**src/rtl/pulse_stretcher_pkg.sv**
```systemverilog
// Shared types and sizing helpers for the pulse stretcher.
package pulse_stretcher_pkg;

    // Window phases: idle, level held high, forced low gap.
    typedef enum logic [1:0] {
        IDLE = 2'd0,
        HOLD = 2'd1,
        GAP  = 2'd2
    } state_t;

    // Width needed to hold the largest reload value (max(hold, gap) - 1).
    // Clamped so the counter is always at least one bit wide.
    function automatic int counter_width(input int hold_cycles, input int gap_cycles);
        int max_val;
        max_val = (hold_cycles > gap_cycles) ? hold_cycles : gap_cycles;
        if (max_val < 2) begin
            max_val = 2;
        end
        return $clog2(max_val);
    endfunction

endpackage

```
**src/rtl/pulse_stretcher_load_down_counter.sv**
```systemverilog
// Loadable down counter shared by the HOLD and GAP phases.
// Load has priority over decrement; decrement stops at zero.
module load_down_counter #(
    parameter int WIDTH = 2
) (
    input  logic             clk,
    input  logic             rst,
    input  logic             load,
    input  logic [WIDTH-1:0] load_value,
    input  logic             dec,
    output logic [WIDTH-1:0] count,
    output logic             zero
);

    // Reload on request, otherwise count down toward zero without wrapping.
    always_ff @(posedge clk) begin
        if (rst) begin
            count <= '0;
        end else if (load) begin
            count <= load_value;
        end else if (dec && (count != '0)) begin
            count <= count - WIDTH'(1);
        end
    end

    assign zero = (count == '0);

endmodule

```
**src/rtl/pulse_stretcher.sv**
```systemverilog
// Stretches single-cycle event pulses into fixed-width level windows,
// each followed by a forced low gap. Pulses that arrive while a window
// is running are queued (or retrigger the hold when enabled).
module pulse_stretcher
    import pulse_stretcher_pkg::*;
#(
    parameter int HOLD_CYCLES = 4,
    parameter int GAP_CYCLES  = 2,
    parameter int RETRIGGER   = 0,
    parameter int PEND_DEPTH  = 3
) (
    input  logic                              clk,
    input  logic                              rst,
    input  logic                              pulsein,
    output logic                              levelout,
    output logic                              busy,
    output logic [$clog2(PEND_DEPTH+1)-1:0]   pending,
    output logic                              overflow
);

    localparam int CW = counter_width(HOLD_CYCLES, GAP_CYCLES);
    localparam int PW = $clog2(PEND_DEPTH + 1);

    localparam logic [CW-1:0] HOLD_LOAD = CW'(HOLD_CYCLES - 1);
    localparam logic [CW-1:0] GAP_LOAD  = CW'((GAP_CYCLES > 0) ? (GAP_CYCLES - 1) : 0);
    localparam logic [PW-1:0] PEND_MAX  = PW'(PEND_DEPTH);

    state_t          state;
    state_t          next_state;
    logic            cnt_load;
    logic [CW-1:0]   cnt_value;
    logic            cnt_dec;
    logic [CW-1:0]   cnt_count;
    logic            cnt_zero;
    logic            queue_pulse;
    logic            finish_window;
    logic [PW-1:0]   pending_next;
    logic            overflow_next;

    load_down_counter #(
        .WIDTH(CW)
    ) u_counter (
        .clk        (clk),
        .rst        (rst),
        .load       (cnt_load),
        .load_value (cnt_value),
        .dec        (cnt_dec),
        .count      (cnt_count),
        .zero       (cnt_zero)
    );

    // Decide the next phase, counter action and queue update for this cycle.
    // A window ending (gap expiry, or hold expiry with no gap) consumes one
    // queued pulse, counting a pulse arriving in that same cycle as queued.
    always_comb begin
        next_state    = state;
        cnt_load      = 1'b0;
        cnt_value     = HOLD_LOAD;
        cnt_dec       = 1'b0;
        queue_pulse   = 1'b0;
        finish_window = 1'b0;
        pending_next  = pending;
        overflow_next = 1'b0;

        case (state)
            IDLE: begin
                if (pulsein) begin
                    next_state = HOLD;
                    cnt_load   = 1'b1;
                    cnt_value  = HOLD_LOAD;
                end
            end
            HOLD: begin
                if ((RETRIGGER != 0) && pulsein) begin
                    cnt_load  = 1'b1;
                    cnt_value = HOLD_LOAD;
                end else if (cnt_zero) begin
                    if (GAP_CYCLES > 0) begin
                        next_state  = GAP;
                        cnt_load    = 1'b1;
                        cnt_value   = GAP_LOAD;
                        queue_pulse = pulsein;
                    end else begin
                        finish_window = 1'b1;
                    end
                end else begin
                    cnt_dec     = 1'b1;
                    queue_pulse = pulsein;
                end
            end
            GAP: begin
                if (cnt_zero) begin
                    finish_window = 1'b1;
                end else begin
                    cnt_dec     = 1'b1;
                    queue_pulse = pulsein;
                end
            end
            default: begin
                next_state = IDLE;
            end
        endcase

        if (finish_window) begin
            if ((pending != '0) || pulsein) begin
                next_state   = HOLD;
                cnt_load     = 1'b1;
                cnt_value    = HOLD_LOAD;
                pending_next = pulsein ? pending : (pending - PW'(1));
            end else begin
                next_state = IDLE;
            end
        end

        if (queue_pulse) begin
            if (pending == PEND_MAX) begin
                overflow_next = 1'b1;
            end else begin
                pending_next = pending + PW'(1);
            end
        end
    end

    // Register phase and all outputs so consumers see glitch-free levels.
    always_ff @(posedge clk) begin
        if (rst) begin
            state    <= IDLE;
            levelout <= 1'b0;
            busy     <= 1'b0;
            pending  <= '0;
            overflow <= 1'b0;
        end else begin
            state    <= next_state;
            levelout <= (next_state == HOLD);
            busy     <= (next_state != IDLE);
            pending  <= pending_next;
            overflow <= overflow_next;
        end
    end

endmodule

```
**config.mk**
```make
export PLATFORM = sky130hd
export DESIGN_NAME = pulse_stretcher
export DESIGN_NICKNAME = d
export VERILOG_FILES = /design/src/rtl/pulse_stretcher_pkg.sv /design/src/rtl/pulse_stretcher_load_down_counter.sv /design/src/rtl/pulse_stretcher.sv
export SDC_FILE = /design/constraint.sdc
export NUM_CORES = 1
export LEC_CHECK = 0
export CORE_MARGIN = 3
export CORE_UTILIZATION = 45
export CTS_BUF_LIST = sky130_fd_sc_hd__clkbuf_8
export DETAILED_ROUTE_END_ITERATION = 8
export PLACE_DENSITY_LB_ADDON = 0.3
export SLEW_MARGIN = 20
export SYNTH_ARGS = -nofsm -noshare
export SYNTH_HDL_FRONTEND = slang
export SYNTH_SLANG_ARGS = --single-unit
```
**constraint.sdc**
```tcl
create_clock -name clk -period 1.9 [get_ports clk]
set_input_delay 0.38 -clock clk [delete_from_list [all_inputs] [get_ports clk]]
set_output_delay 0.38 -clock clk [all_outputs]
set_load 0.05 [all_outputs]
```
==> metrics.md, run 1 <==
| Metric | Value |
|---|---|
| Die footprint | `0.001831 sq mm` |
| Maxcap violations | `0` |
| Global-route wire length before repair | `1966 microns` |
| Routed WL per cell | `12.13 microns` |
| Largest net degree at the start of global routing | `9` |
| Io pins | `8` |
| Synthesized area per cell | `8.961 sq um` |
| Initial antenna violation count | `0` |
| Clock sinks | `9` |
| Initial DRT Pass Iterations | `4` |
| TritonCTS clock tree | `built` |
| Flop and latch count out of synthesis | `9` |
| Hold WS | `579.2 ps` |
| Hold Vio Cnt, Final | `0` |
| Port Buffers | `7` |
| Vias per std cell | `5.274` |
| Hold Startpoint | `u_counter.count[1]$_SDFFE_PP0P_` |
| Worst EP required | `2020 ps` |
| Maximum fanout along the worst path | `5` |
| Post-Synthesis Cells | `68` |
| DPL Wire Length | `880.5 microns` |
| Cts hold-fix bufs | `0` |
| Post-route clock period utilization | `91.56%` |
| RD Place Congestion | `0.7745` |
| Crit-path cells | `inv_1, ha_1, and2b_1, o2111ai_2, nor2b_1, mux2_2` |
| Area grow syn2layout | `24.02%` |
| Pwr/cell area | `1667 mW/mm^2` |
| Reg-to-reg endpoint | `pending[0]$_SDFF_PP0_` |
| Reg2reg setup slack | `160 ps` |
| Unrepaired setup endpoints after global routing | `false` |
| Grt ovf | `0` |
| Synthesized area | `609.3 sq um` |
| Startpoint types | `flip-flop` |
| Antenna Nets Post-Route | `0` |
| Clk Latency, worst-skew pair | `230 ps` |
| Outcome | `complete, no violations` |
| Clock Tree Buf Depth | `2` |
| Clk_skew | `2.538 ps` |
| FF-to-FF path depth | `6` |
| Hold EP | `u_counter.count[1]$_SDFFE_PP0P_` |
| Max Fclk | `0.5749 GHz` |
| Fin cells | `95` |
| Period minus WS final | `1740 ps` |
| CTS Root Buffer Type | `clkbuf_8` |
| DR vias | `501` |
| Post-synth EDFFs | `0` |
| Ant. Diodes | `0` |
| Synth area leaders | `dfxtp_1 30%, ha_1 18%, a21oi_1 4.9%` |
| Initial drt markers | `7` |
| Htree depth | `1` |
| Pins Over Slew Limit | `0` |
| Yosys top cell area share | `29.57%` |
| Worst hold stages | `2` |
| WS Path Type | `reg2reg` |
| Endpoints failing setup | `0` |
| Dominant cell type by area after synthesis | `dfxtp_1` |
| Post-Route WL | `1152 microns` |
| Post-CTS Setup Bufs | `0` |
| Sequential fraction of the synthesis area | `29.57%` |
| Worst path bufs/invs | `1` |
| Worst-margin pin slew | `495.2 ps` |
| Ys flop type | `dfxtp_1` |
| Final TNS setup | `0 ps` |
| # resized after CTS | `0` |
| Nets@finish | `94` |
| Placed Instances | `91` |
| Arrival time worst endpoint | `1860 ps` |
| Slowest cell on crit path | `dfxtp_1` |
| Clk pin slew, worst setup/hold paths | `50 ps` |
| Synthesis Warnings | `0` |
| Worst r2r src | `state[0]$_SDFF_PP0_` |
| Number of CTS-inserted buffers | `3` |
| Drc violations | `0` |
| Crit path largest cell delay | `410 ps` |
| Crit end category | `flip-flop` |
| Cell row count | `12` |
| Die Y | `42.80 microns` |
| Die W | `42.80 microns` |
| Netlist cell types | `30` |
| Most frequent cells in the layout | `9 x inv_1, 9 x ha_1, 9 x dfxtp_1` |
| CP delay by family, top | `flip-flops` |
| HP Class | `reg2reg` |
| FFs w/ async S/R, synth | `0%` |
| Peak supply drop | `0.0006648 V` |
| Static Leak | `0.3377 nW` |
| Net Count, Synth | `80` |
| Core box area | `0.001186 sq mm` |
| All-Layer GR Usage | `14.53%` |
| Worst slew margin | `66.88%` |
| Layout cells sized above 1 | `14.81%` |
| Initial Utilization | `51.37%` |
| Vias in the first global route | `442` |
## synthesized netlist by cell type, drive strengths merged, types with 2 or more instances
cell type	instances
a211oi	2
a21o	2
a21oi	6
dfxtp	9
ha	9
inv	8
nand2	4
nor2	4
nor2b	2
nor3	3
## area by class of cell
type | count | area, sq um
repair buffers | 10 | 87.58
flip-flops and latches | 9 | 180.2
clock inverters | 1 | 3.754
clock buffers | 3 | 41.29
well taps | 14 | 17.52
fillers | 106 | 430.4
multi-input cells | 50 | 395.4
inverters | 8 | 30.03
## through the flow
step                      power (mW)  cell area [sq um]  setup WS (ps)  util (%)
final                          1.260              755.7          160.4     63.71
after global routing           1.377              755.7          29.19     63.71
after CTS                      1.264              755.7          154.2     63.71
after detailed placement       1.035              710.7          45.26     59.92
after global placement         1.026              710.7          58.79     59.92
after floorplan               0.8783              609.3          191.7         -
## tightest hold or removal path: stages (launching register included)
cell and delay [ps]:
dfxtp_1 310, mux2i_1 130, a21oi_1 80
## state kept, by name (all words and copies together), names as in the netlist
| name | count |
|---|---|
| u_counter.count | 2 |
| levelout | 1 |
| state | 2 |
| pending | 2 |
| overflow | 1 |
| busy | 1 |
## cell families (layout without fill, tap and decap cells)
group | after synthesis | count (layout) | share of synthesized area [%]
and+or+nand+nor | 17 | 17 | 14.17
adders and majority gates | 9 | 9 | 18.48
buffers and inverters | 9 | 22 | 5.544
xor gates and xnor gates | 1 | 1 | 1.438
DFF | 9 | 9 | 29.57
muxes | 2 | 2 | 3.491
AOI/OAI and AO/OA | 21 | 21 | 27.31
## where the power goes
group | switching, mW | internal (mW) | leakage (nW)
Clock | 0.0809 | 0.141 | 0.0269
Sequential | 0.0506 | 0.254 | 0.0740
Combinational | 0.415 | 0.319 | 0.237
## worst max path at each step
stage | start | end | slack (ps) | depth (start not counted)
3_5_place_dp | pulsein | levelout$_SDFF_PP0_ | 50 | 5
3_3_place_gp | pulsein | busy$_SDFF_PP0_ | 60 | 5
6_report | state[0]$_SDFF_PP0_ | pending[0]$_SDFF_PP0_ | 160 | 6
5_1_grt | state[0]$_SDFF_PP0_ | pending[0]$_SDFF_PP0_ | 30 | 6
4_1_cts | state[0]$_SDFF_PP0_ | pending[0]$_SDFF_PP0_ | 150 | 6
2_1_floorplan | pending[0]$_SDFF_PP0_ | pending[0]$_SDFF_PP0_ | 190 | 5
## routing by layer
layer  part of all wire (%)  up-vias  track usage [%]
li1                       -      265                -
met1                     52      223            20.00
met2                     41        8            19.46
met3                    4.0        5            5.085
met4                    2.5        0            7.453
met5                      0        -                0
Power figures use the tool's default switching activity.
==> inputs of run 2 (changes only) <==
Clock period 1.9 ns to 1.72 ns, I/O delays scaled along.
==> metrics.md, run 2 (same netlist as run 1, synthesis figures left out) <==
| Metric | Value |
|---|---|
| Initial drt markers | `14` |
| Initial antenna violation count | `0` |
| Vias in the first global route | `490` |
| Arrival time worst endpoint | `1750 ps` |
| Peak supply drop | `0.001055 V` |
| Crit end category | `flip-flop` |
| TritonCTS clock tree | `built` |
| Filler cells | `109` |
| Core box area | `0.001186 sq mm` |
| Unrepaired setup endpoints after global routing | `false` |
| Ant. Diodes | `0` |
| HP Class | `reg2reg` |
| Outcome | `complete, no violations` |
| Endpoints failing setup | `0` |
| Clk Latency, worst-skew pair | `230 ps` |
| Startpoint types | `flip-flop` |
| Initial Utilization | `51.37%` |
| Pwr/cell area | `1818 mW/mm^2` |
| Antenna Nets Post-Route | `0` |
| Hold Vio Cnt, Final | `0` |
| Vias per std cell | `5.429` |
| DPL Wire Length | `992 microns` |
| CTS Root Buffer Type | `clkbuf_8` |
| All-Layer GR Usage | `16.26%` |
| Post-Route WL | `1294 microns` |
| Most common cell after layout, fill and taps aside | `buf_4` |
| Die footprint | `0.001831 sq mm` |
| Cts hold-fix bufs | `0` |
| WS Path Type | `reg2reg` |
| Cell row count | `12` |
| Port Buffers | `7` |
| Htree depth | `1` |
| Global-route wire length before repair | `2221 microns` |
| Worst slew margin | `80.79%` |
| Drc violations | `0` |
| Area grow syn2layout | `29.36%` |
| Grt ovf | `0` |
| Nets@finish | `97` |
| Largest net degree at the start of global routing | `8` |
| Clk pin slew, worst setup/hold paths | `50 ps` |
| Max Fclk | `0.6152 GHz` |
| Worst-margin pin slew | `287.3 ps` |
| Core Util, Final | `66.46%` |
| Io pins | `8` |
| DR vias | `532` |
| Clock Tree Buf Depth | `2` |
| Layout cells sized above 1 | `27.38%` |
| Static Leak | `0.3682 nW` |
| Number of CTS-inserted buffers | `3` |
| RD Place Congestion | `0.7518` |
| Post-route clock period utilization | `94.51%` |
| Clock sinks | `9` |
| Maxcap violations | `0` |
| Biggest registers after layout | `pending x2, state x2, u_counter.count x2` |
| Die Y | `42.80 microns` |
| Worst EP required | `1840 ps` |
| Clk_skew | `6.248 ps` |
| Most frequent cells in the layout | `11 x buf_4, 9 x inv_1, 8 x ha_1` |
| Routed WL per cell | `13.20 microns` |
| Die W | `42.80 microns` |
| Final TNS setup | `0 ps` |
| Period minus WS final | `1626 ps` |
| Pins Over Slew Limit | `0` |
| Maximum fanout along the worst path | `3` |
| Initial DRT Pass Iterations | `4` |
==> run 2: area by class of cell <==
class | instances | area (sq um) | area share, %
Multi-Input combinational cell | 50 | 410.4 | 52.06
Timing Repair Buffer | 13 | 102.6 | 13.02
Clock buffer | 3 | 41.29 | 5.238
Inverter | 8 | 30.03 | 3.810
Sequential cell | 9 | 182.7 | 23.17
Tap cell | 14 | 17.52 | 2.222
Clock inverter | 1 | 3.754 | 0.4762
==> run 2: timing repair <==
| action | 4_1_cts | 5_1_grt |
|---|---|---|
| gates resized for setup | 0 | 6 |
| setup endpoints to repair | 0 | 4 |
| setup buffers | 0 | 1 |
==> run 2: metrics by stage <==
step	instances	hold WS (ps)	area, sq um	setup WS [ps]	power (mW)
2_1_floorplan	68	496.0	609.3	11.70	0.9702
6_report	98	571.8	788.3	94.46	1.433
3_5_place_dp	93	553.3	718.2	-103.4	1.167
5_1_grt	98	623.7	788.3	23.64	1.555
4_1_cts	97	567.6	763.2	21.46	1.415
3_3_place_gp	93	529.8	718.2	-53.35	1.144
==> run 2: final timing paths <==
| path | startpoint | to | slack, ps | depth (start not counted) |
|---|---|---|---|---|
| worst max-delay path | state[0]$_SDFF_PP0_ | pending[0]$_SDFF_PP0_ | 90 | 6 |
| worst min-delay path | u_counter.count[1]$_SDFFE_PP0P_ | u_counter.count[1]$_SDFFE_PP0P_ | 570 | 2 |
| worst max register to register | state[0]$_SDFF_PP0_ | pending[0]$_SDFF_PP0_ | 90 | 6 |
| worst min register to register | u_counter.count[1]$_SDFFE_PP0P_ | u_counter.count[1]$_SDFFE_PP0P_ | 570 | 2 |
==> run 2: worst max-delay path: stages, from the launching register on <==
cell and delay [ps]:
dfxtp_2 330, inv_1 60, ha_1 220, and2b_1 190, o2111ai_2 210, nor2b_4 170
mux2_2 320
==> run 2: report_power, final <==
| part | switching (mW) | total, mW | internal (mW) | leakage [nW] |
|---|---|---|---|---|
| sequential | 0.0499 | 0.335 | 0.285 | 0.0748 |
| clock | 0.0841 | 0.240 | 0.155 | 0.0269 |
| combinational | 0.485 | 0.858 | 0.374 | 0.267 |
==> run 2: metal layers <==
metal / wire length (microns) / track usage [%]
met5: 0 / 0
met4: 23 / 7.453
met3: 42 / 3.814
met2: 638 / 25.15
met1: 589 / 21.01
==> inputs of run 3 (changes only) <==
Settings changed: ABC_AREA set to 1, GPL_TIMING_DRIVEN set to 0.
==> metrics.md, run 3 <==
| Metric | Value |
|---|---|
| Period minus WS final | `1674 ps` |
| DPL Wire Length | `923.3 microns` |
| Maxcap violations | `0` |
| CTS Root Buffer Type | `clkbuf_8` |
| Arrival time worst endpoint | `1330 ps` |
| Clk pin slew, worst setup/hold paths | `40 ps` |
| Hold Vio Cnt, Final | `0` |
| DR vias | `567` |
| Synthesized area per cell | `6.357 sq um` |
| Clock Tree Buf Depth | `2` |
| Endpoints failing setup | `0` |
| Clk Latency, worst-skew pair | `230 ps` |
| Synthesis Warnings | `0` |
| Vias in the first global route | `504` |
| Post-route clock period utilization | `97.35%` |
| Grt ovf | `0` |
| Crit path largest cell delay | `790 ps` |
| Dominant cell type by area after synthesis | `dfxtp_1` |
| Post-Synthesis Cells | `99` |
| Drc violations | `0` |
| Final worst slack | `45.65 ps` |
| RD Place Congestion | `0.7638` |
| Ys flop type | `dfxtp_1` |
| Post-synth EDFFs | `0` |
| DP Worst Slack | `189.0 ps` |
| Biggest registers after layout | `pending x2, state x2, u_counter.count x2` |
| Die Y | `43.40 microns` |
| Outcome | `complete, no violations` |
| Max Fclk | `0.5972 GHz` |
| Worst path bufs/invs | `1` |
| Initial DRT Pass Iterations | `4` |
| Cell row count | `12` |
| Die footprint | `0.001883 sq mm` |
| Largest net degree at the start of global routing | `7` |
| Crit end category | `output port` |
| Port Buffers | `7` |
| Clk_skew | `3.286 ps` |
| Peak supply drop | `0.0008423 V` |
| Io pins | `8` |
| Most frequent cells in the layout | `29 x nand2_1, 26 x inv_1, 9 x nor2_1, 9 x ha_1, 9 x dfxtp_1` |
| Initial Utilization | `52.40%` |
| FFs w/ async S/R, synth | `0%` |
| Compound-Gate Fraction of Synth Area | `2.386%` |
| Global-route wire length before repair | `1980 microns` |
| Synth Area in Adders | `17.89%` |
| Most common cell in the netlist | `nand2_1` |
| Post-Route WL | `1148 microns` |
| Synth top cells by count | `29 x nand2_1, 25 x inv_1, 9 x dfxtp_1, 9 x ha_1, 9 x nor2_1` |
| Combinational family with the most area after synthesis | `simple AND/OR/NAND/NOR gates` |
| Filler cells | `110` |
| Yosys top cell area share | `28.63%` |
| Startpoint types | `flip-flop` |
| Maximum fanout along the worst path | `1` |
| TritonCTS clock tree | `built` |
| Net Count, Synth | `111` |
| Simple-Gate Fraction of Synth Area | `34.19%` |
| HP Class | `reg2reg` |
| Number of CTS-inserted buffers | `3` |
| Slowest cell on crit path | `clkdlybuf4s50_1` |
| Pwr/cell area | `1823 mW/mm^2` |
| Crit-path cells | `clkdlybuf4s50_1` |
| Netlist cell types | `14` |
| Nets@finish | `123` |
| Worst slew margin | `66.93%` |
| Vias per std cell | `4.573` |
| Flop and latch count out of synthesis | `9` |
| Worst EP required | `1380 ps` |
| Xor/xnor share of the synthesized area | `1.392%` |
| WS Path Type | `reg2out` |
| Htree depth | `1` |
| Ant. Diodes | `0` |
| Pins Over Slew Limit | `0` |
| Worst-margin pin slew | `494.5 ps` |
| Routed WL per cell | `9.258 microns` |
| Fraction of synthesized area in multiplexers | `0%` |
| Area grow syn2layout | `20.68%` |
| Antenna Nets Post-Route | `0` |
| Synth area leaders | `dfxtp_1 29%, ha_1 18%, nand2_1 17%` |
| Sequential fraction of the synthesis area | `28.63%` |
| Clock sinks | `9` |
| Layout cells sized above 1 | `5.455%` |
| Final TNS setup | `0 ps` |
| Synthesized area | `629.4 sq um` |
| All-Layer GR Usage | `14.19%` |
| Core box area | `0.001201 sq mm` |
| CP delay by family, top | `buffers and inverters` |
| Unrepaired setup endpoints after global routing | `false` |
| Initial antenna violation count | `0` |
| Most common cell after layout, fill and taps aside | `nand2_1` |
| Die W | `43.40 microns` |
| Static Leak | `0.4706 nW` |
| Initial drt markers | `7` |
run 3: changes by cell type in the layout (fill, tap and decap cells not counted), moves of 3 or more:
| cell | delta |
|---|---|
| nand2_1 | +25 |
| inv_1 | +17 |
| buf_4 | -11 |
| nand3_1 | +8 |
| a21oi_1 | -5 |
| nor2_1 | +5 |
| clkdlybuf4s50_1 | +3 |
run 3: kinds of logic after synthesis:
logic type | Yosys count
adder cells (fa/ha/maj) | 9
AND/OR/NAND/NOR | 51
flip-flops | 9
buffers and inverters | 26
AO/OA/AOI/OAI | 3
XOR/XNOR | 1
run 3: final timing paths:
| path | start | end | slack (ps) | cells past startpoint |
|---|---|---|---|---|
| min | pending[0]$_SDFF_PP0_ | pending[0]$_SDFF_PP0_ | 570 | 3 |
| max reg2reg | state[1]$_SDFF_PP0_ | pending[1]$_SDFF_PP0_ | 260 | 7 |
| max | levelout$_SDFF_PP0_ | levelout | 50 | 1 |
| min reg2reg | pending[0]$_SDFF_PP0_ | pending[0]$_SDFF_PP0_ | 570 | 3 |
run 3: final cells by class:
class	instances	area, sq um	area share (%)
multi-input cells	64	351.6	46.29
flip-flops and latches	9	180.2	23.72
inverters	26	97.59	12.85
repair buffers	7	67.56	8.896
clock buffers	3	41.29	5.437
well taps	14	17.52	2.306
clock inverters	1	3.754	0.4942
run 3: tightest hold or removal path, cell delays in order (launching register included):
cell and delay [ps]:
dfxtp_1 310, inv_1 90, a21oi_1 50, nor2_1 80
run 3: per-stage QoR:
| step | utilization [%] | cell area [sq um] | power (mW) | hold WS, ps | instances |
|---|---|---|---|---|---|
| floorplan | - | 629.4 | 0.9769 | 415.6 | 99 |
| global placement | 59.69 | 716.9 | 1.133 | 562.8 | 120 |
| detailed placement | 59.69 | 716.9 | 1.162 | 565.7 | 120 |
| CTS | 63.23 | 759.5 | 1.405 | 576.1 | 124 |
| global route | 63.23 | 759.5 | 1.547 | 640.8 | 124 |
| finish | 63.23 | 759.5 | 1.385 | 568.1 | 124 |
run 3: power by group:
part,switching (mW),internal [mW]
Clock,0.0763,0.155
Combinational,0.531,0.295
Sequential,0.0465,0.281
run 3: per-layer routing:
metal | GRT usage, % | part of all wire [%]
met1 | 16.92 | 48
met2 | 23.30 | 48
met3 | 7.469 | 3.7
met4 | 1.807 | 0
met5 | 0 | 0
run 3: timing repair:
item,CTS,global route
buffers inserted,0,0
endpoints found under the setup margin,2,0
hold buffers,0,0
gates resized for setup,2,0
